[config.mk]
export PLATFORM = sky130hd
export DESIGN_NAME = ascii_frame_sequencer
export DESIGN_NICKNAME = d
export VERILOG_FILES = /design/src/rtl/ascii_pkg.sv /design/src/rtl/hamming_enc_11_7.sv /design/src/rtl/ascii_frame_sequencer.sv
export SDC_FILE = /design/constraint.sdc
export NUM_CORES = 1
export LEC_CHECK = 0
export CAP_MARGIN = 10
export CORE_MARGIN = 4
export CORE_UTILIZATION = 50
export CTS_CLUSTER_DIAMETER = 80
export DETAILED_ROUTE_END_ITERATION = 10
export GPL_ROUTABILITY_DRIVEN = 1
export PLACE_DENSITY = 0.83
export SLEW_MARGIN = 20
export SYNTH_ARGS = -nofsm -noshare
export SYNTH_HDL_FRONTEND = slang
export SYNTH_SLANG_ARGS = --single-unit
[constraint.sdc]
create_clock -name clk -period 8.5 [get_ports clk]
set_input_delay 1.275 -clock clk [delete_from_list [all_inputs] [get_ports clk]]
set_output_delay 1.275 -clock clk [all_outputs]
set_load 0.01 [all_outputs]
[src/rtl/ascii_pkg.sv]
// Shared constants and state encoding for the ASCII frame path
// (sequencer, Hamming encoder, correction re-encoder).
package ascii_pkg;

    localparam int NCHAR   = 16;
    localparam int CW      = 7;
    localparam int CODE_W  = 11;
    localparam int IDX_W   = 4;
    localparam int FRAME_W = NCHAR * CW;

    typedef enum logic {
        IDLE = 1'b0,
        SEND = 1'b1
    } seq_state_t;

endpackage

[src/rtl/hamming_enc_11_7.sv]
// Hamming(11,7) even-parity encoder; code position 1 is code[10], position 11 is code[0].
module hamming_enc_11_7
    import ascii_pkg::*;
(
    input  logic [CW-1:0]     data,
    output logic [CODE_W-1:0] code
);

    logic d3, d5, d6, d7, d9, d10, d11;
    logic p1, p2, p4, p8;

    assign d3  = data[6];
    assign d5  = data[5];
    assign d6  = data[4];
    assign d7  = data[3];
    assign d9  = data[2];
    assign d10 = data[1];
    assign d11 = data[0];

    assign p1 = d3 ^ d5 ^ d7 ^ d9 ^ d11;
    assign p2 = d3 ^ d6 ^ d7 ^ d10 ^ d11;
    assign p4 = d5 ^ d6 ^ d7;
    assign p8 = d9 ^ d10 ^ d11;

    assign code = {p1, p2, d3, p4, d5, d6, d7, p8, d9, d10, d11};

endmodule

[src/rtl/ascii_frame_sequencer.sv]
// Accepts a 16-char 7-bit ASCII frame and streams it MSB char first, one beat per
// character, with the Hamming(11,7) codeword alongside each character.
module ascii_frame_sequencer
    import ascii_pkg::*;
(
    input  logic               clk,
    input  logic               rst,
    input  logic               in_valid,
    output logic               in_ready,
    input  logic [FRAME_W-1:0] in_frame,
    input  logic               abort,
    output logic               out_valid,
    input  logic               out_ready,
    output logic [CW-1:0]      out_char,
    output logic [CODE_W-1:0]  out_code,
    output logic [IDX_W-1:0]   out_idx,
    output logic               out_last,
    output logic               busy,
    output logic [7:0]         frames_done
);

    localparam logic [IDX_W-1:0] LAST_IDX = IDX_W'(NCHAR - 1);

    seq_state_t         state_q, state_d;
    logic [FRAME_W-1:0] frame_q;
    logic [IDX_W-1:0]   idx_q, idx_d;
    logic [7:0]         done_q, done_d;
    logic               load;
    logic               sending;
    logic [CW-1:0]      cur_char;

    always_ff @(posedge clk or posedge rst) begin
        if (rst) begin
            state_q <= IDLE;
            idx_q   <= '0;
            done_q  <= '0;
            frame_q <= '0;
        end else begin
            state_q <= state_d;
            idx_q   <= idx_d;
            done_q  <= done_d;
            if (load)
                frame_q <= in_frame;
        end
    end

    // A handshake always wins over abort: the beat is transferred first,
    // and a last-beat handshake completes and counts the frame.
    always_comb begin
        state_d = state_q;
        idx_d   = idx_q;
        done_d  = done_q;
        load    = 1'b0;
        case (state_q)
            IDLE: begin
                if (in_valid) begin
                    load    = 1'b1;
                    idx_d   = '0;
                    state_d = SEND;
                end
            end
            SEND: begin
                if (out_ready) begin
                    if (idx_q == LAST_IDX) begin
                        done_d  = done_q + 8'd1;
                        idx_d   = '0;
                        state_d = IDLE;
                    end else if (abort) begin
                        idx_d   = '0;
                        state_d = IDLE;
                    end else begin
                        idx_d = idx_q + 1'b1;
                    end
                end else if (abort) begin
                    idx_d   = '0;
                    state_d = IDLE;
                end
            end
            default: begin
                idx_d   = '0;
                state_d = IDLE;
            end
        endcase
    end

    assign sending  = (state_q == SEND);
    assign cur_char = frame_q[FRAME_W-1-CW*idx_q -: CW];

    // Beat fields are pure functions of registered state, so they hold
    // steady through back-pressure without any extra output registers.
    assign busy        = sending;
    assign in_ready    = !sending;
    assign out_valid   = sending;
    assign out_char    = sending ? cur_char : '0;
    assign out_idx     = sending ? idx_q : '0;
    assign out_last    = sending && (idx_q == LAST_IDX);
    assign frames_done = done_q;

    hamming_enc_11_7 u_enc (
        .data (out_char),
        .code (out_code)
    );

endmodule

==> run_results.csv <==
group,metric,value,unit
run_status,status,"finished clean",
synth,ys_types,63,
power_and_ir_drop,p_leak,4.79,nW
drt,wl,30300,um
die,ios,151,
setup_path,cp_cell_sequence,"fa_1, inv_1, ha_1, ha_1, a211oi_1, o21a_1, nor2_1, a211oi_1, a311oi_1, a31oi_1, xnor2_1, or2_2, mux2i_1, clkdlybuf4s50_1",
global_route,grt-ovfl-total,0,
synth,muxShareOfSynthArea,0.411,
clock_tree,cts_tree,"built",
die,die_h,154,um
sta,fin_ws,1070,ps
sta,setup-tns-final,0,ps
drt,viasPerCell,6.65,
synth,synth_warnings,0,
layout,layout.nets,1169,
synth,synth-simple-area-share,0.0791,
synth,yosysMostFrequentCell,"mux2_2",
placement,post-dp-hpwl,21500,um
setup_path,crit_fanout,44,
layout,num_antenna_cells,0,
synth,synth.top_cell.area_share,0.295,
synth,synthFlopType,"dfrtp_1",
global_route,grt_max_degree,83,
sta,fmax,0.135,GHz
drt,vias,8799,
synth,synth_xor_area_frac,0.0173,
clock_tree,cts_resized,0,
clock_tree,cts_htree_levels,4,
sta,rsz0062_at_grt,"false",
power_and_ir_drop,power_density,276,nW/um^2
clock_tree,clkSinkCount,125,
sta,period_share,0.875,
drt,wire_per_inst,22.9,um
clock_tree,cts_buffer_depth,2,
hold_path,holdCritPathClass,"flop to flop",
die,die_w,154,um
clock_tree,cts-root-buf,"clkbuf_16",
global_route,antenna_found_initial,0,
synth,async_reset_ff_frac,1.00,
synth,synth_top_family_by_area,"multiplexers",
sta,slew_headroom,0.327,
die,initial_core_util,0.507,
setup_path,start_kind,"flop",
synth,synth-edff-count,0,
setup_path,max_stage_delay,900,ps
sta,fin_skew,4.30,ps
die,row_count,53,
placement,gp_congestion,0.995,
sta,report.final.hold_viol_count,0,
die,core_area,21000,sq um
clock_tree,hold_buffers,0,
synth,synth_common_cells,"130 x mux2_2, 125 x dfrtp_1, 96 x mux4_2",
power_and_ir_drop,vdd_drop_max,0.134,mV
clock_tree,clk_pin_slew_worst_paths,50,ps
synth,yosysSeqAreaShare,0.295,
layout,drive_above_1_share,0.279,
setup_path,critPathArrivalTime,6160,ps
global_route,grt_pass1_wl,48200,um
drt,drt_first_iter_violations,1024,
synth,synth_cells,940,
sta,min_period,7430,ps
synth,post-synth-top-area-cell,"dfrtp_1",
setup_path,required,7220,ps
synth,synth.area.top_cells,"dfrtp_1 29%, mux4_2 20%, mux2_2 14%, mux2i_1 6.8%, nand2_1 2.8%",
layout,fill_cells,1667,
synth,synth_compound_area_frac,0.117,
clock_tree,post_cts_buffers,0,
clock_tree,numCtsBuffers,17,
sta,setup_viol,0,
setup_path,setup.worst_path.end_class,"output port",
drt,ant_nets,0,
placement,port-buffer-count,150,
global_route,first_global_vias,8609,
setup_path,criticalPathCategory,"flop to output port",
setup_path,cpMaxStageDelayCell,"o21a_1",
sta,drv_slew,0,
run,maxCapViolCount,0,
sta,tightest_slew,1010,ps
global_route,grt.total_usage,0.252,
drt,route.detailed.drc,0,
synth,avgSynthCellArea,11.3,sq um
clock_tree,clkLatencyLatePin,420,ps
layout,area_delta_synth_final,20.1,%
synth,synth_fa_ha_area_frac,0.0229,
synth,syn-num-nets,1074,
synth,syn_area,10600,sq um
die,dieArea,23600,sq um
synth,synth_seq_cells,125,
placement,dp_slack,1670,ps
drt,firstDrtPassIters,6,
## kinds of logic (layout without fill, tap and decap cells)
logic type	after synthesis	after routing
adder cells (fa/ha/maj)	17	17
AO/OA/AOI/OAI	183	183
buffers and inverters	109	217
AND/OR/NAND/NOR	186	186
multiplexers	299	299
XOR/XNOR	21	21
flip-flops	125	125
## layer usage
metal / up-vias / routed length [um] / global-route usage / share of wire
met4: 0 / 728 / 0.0728 / 0.024
met5: - / 0 / 0 / 0
met3: 71 / 2550 / 0.0577 / 0.084
li1: 3816 / - / - / -
met1: 4407 / 12400 / 0.345 / 0.41
met2: 505 / 14700 / 0.407 / 0.48
## worst max-delay path: cells and delay by family, from the launching register on
family                   cells  cell delay [ps]
AND/OR/NAND/NOR              2              620
buffers and inverters        2              640
multiplexers                 1              140
AO/OA/AOI/OAI                5             2300
flip-flops                   1              710
XOR/XNOR                     1              200
adder cells (fa/ha/maj)      3             1100
## stage by stage
| step | util | power, mW | cell area (sq um) | hold slack [ps] | instances |
|---|---|---|---|---|---|
| 2_1_floorplan | - | 2.24 | 10600 | 497 | 940 |
| 3_3_place_gp | 0.578 | 2.68 | 12100 | 468 | 1290 |
| 3_5_place_dp | 0.578 | 2.71 | 12100 | 469 | 1290 |
| 4_1_cts | 0.607 | 3.49 | 12700 | 484 | 1322 |
| 5_1_grt | 0.609 | 3.69 | 12800 | 505 | 1323 |
| 6_report | 0.609 | 3.51 | 12800 | 482 | 1323 |
## registers in the layout, summed over array words and instances (netlist names)
name,cells
busy,1
idx_q,4
frames_done,8
frame_q,112
## path summary, 6_finish.rpt
check	start	end	slack, ps	cells past startpoint
max in group asynchronous	rst	idx_q[0]$_DFFE_PP0P_	5720	3
worst min-delay path	frames_done[7]$_DFFE_PP0P_	frames_done[7]$_DFFE_PP0P_	480	1
worst max register to register	idx_q[0]$_DFFE_PP0P_	frames_done[6]$_DFFE_PP0P_	6040	6
worst max-delay path	idx_q[0]$_DFFE_PP0P_	out_code[10]	1070	14
min in group asynchronous	rst	frame_q[16]$_DFFE_PP0P_	1310	2
worst min register to register	frames_done[7]$_DFFE_PP0P_	frames_done[7]$_DFFE_PP0P_	480	1
## power breakdown
group | internal [mW] | leakage [nW] | switching, mW
sequential | 0.729 | 1.48 | 0.214
combinational | 0.952 | 3.02 | 0.869
clock | 0.482 | 0.291 | 0.267
total | 2.16 | 4.79 | 1.35
## area by class of cell
class                   count  area [sq um]  share of cell area
multi-input cells         706          6910               0.542
clock inverters            11           140              0.0110
inverters                  16          62.6             0.00491
repair buffers            169          1690               0.132
well taps                 275           344              0.0270
flip-flops and latches    125          3130               0.246
clock buffers              21           470              0.0369
## placed cells by master, fill, tap and decap left out, types with 13 or more instances in the layout
master,instances
o22ai_1,25
mux2i_1,72
inv_1,13
clkbuf_16,17
mux2_2,130
nand2_1,80
dfrtp_1,124
clkdlybuf4s50_1,150
nor2_1,38
mux4_2,96
a21oi_1,35
a31oi_1,16
buf_4,16
nand3_1,18
o21ai_0,24
(Power assumes the default switching activity.)
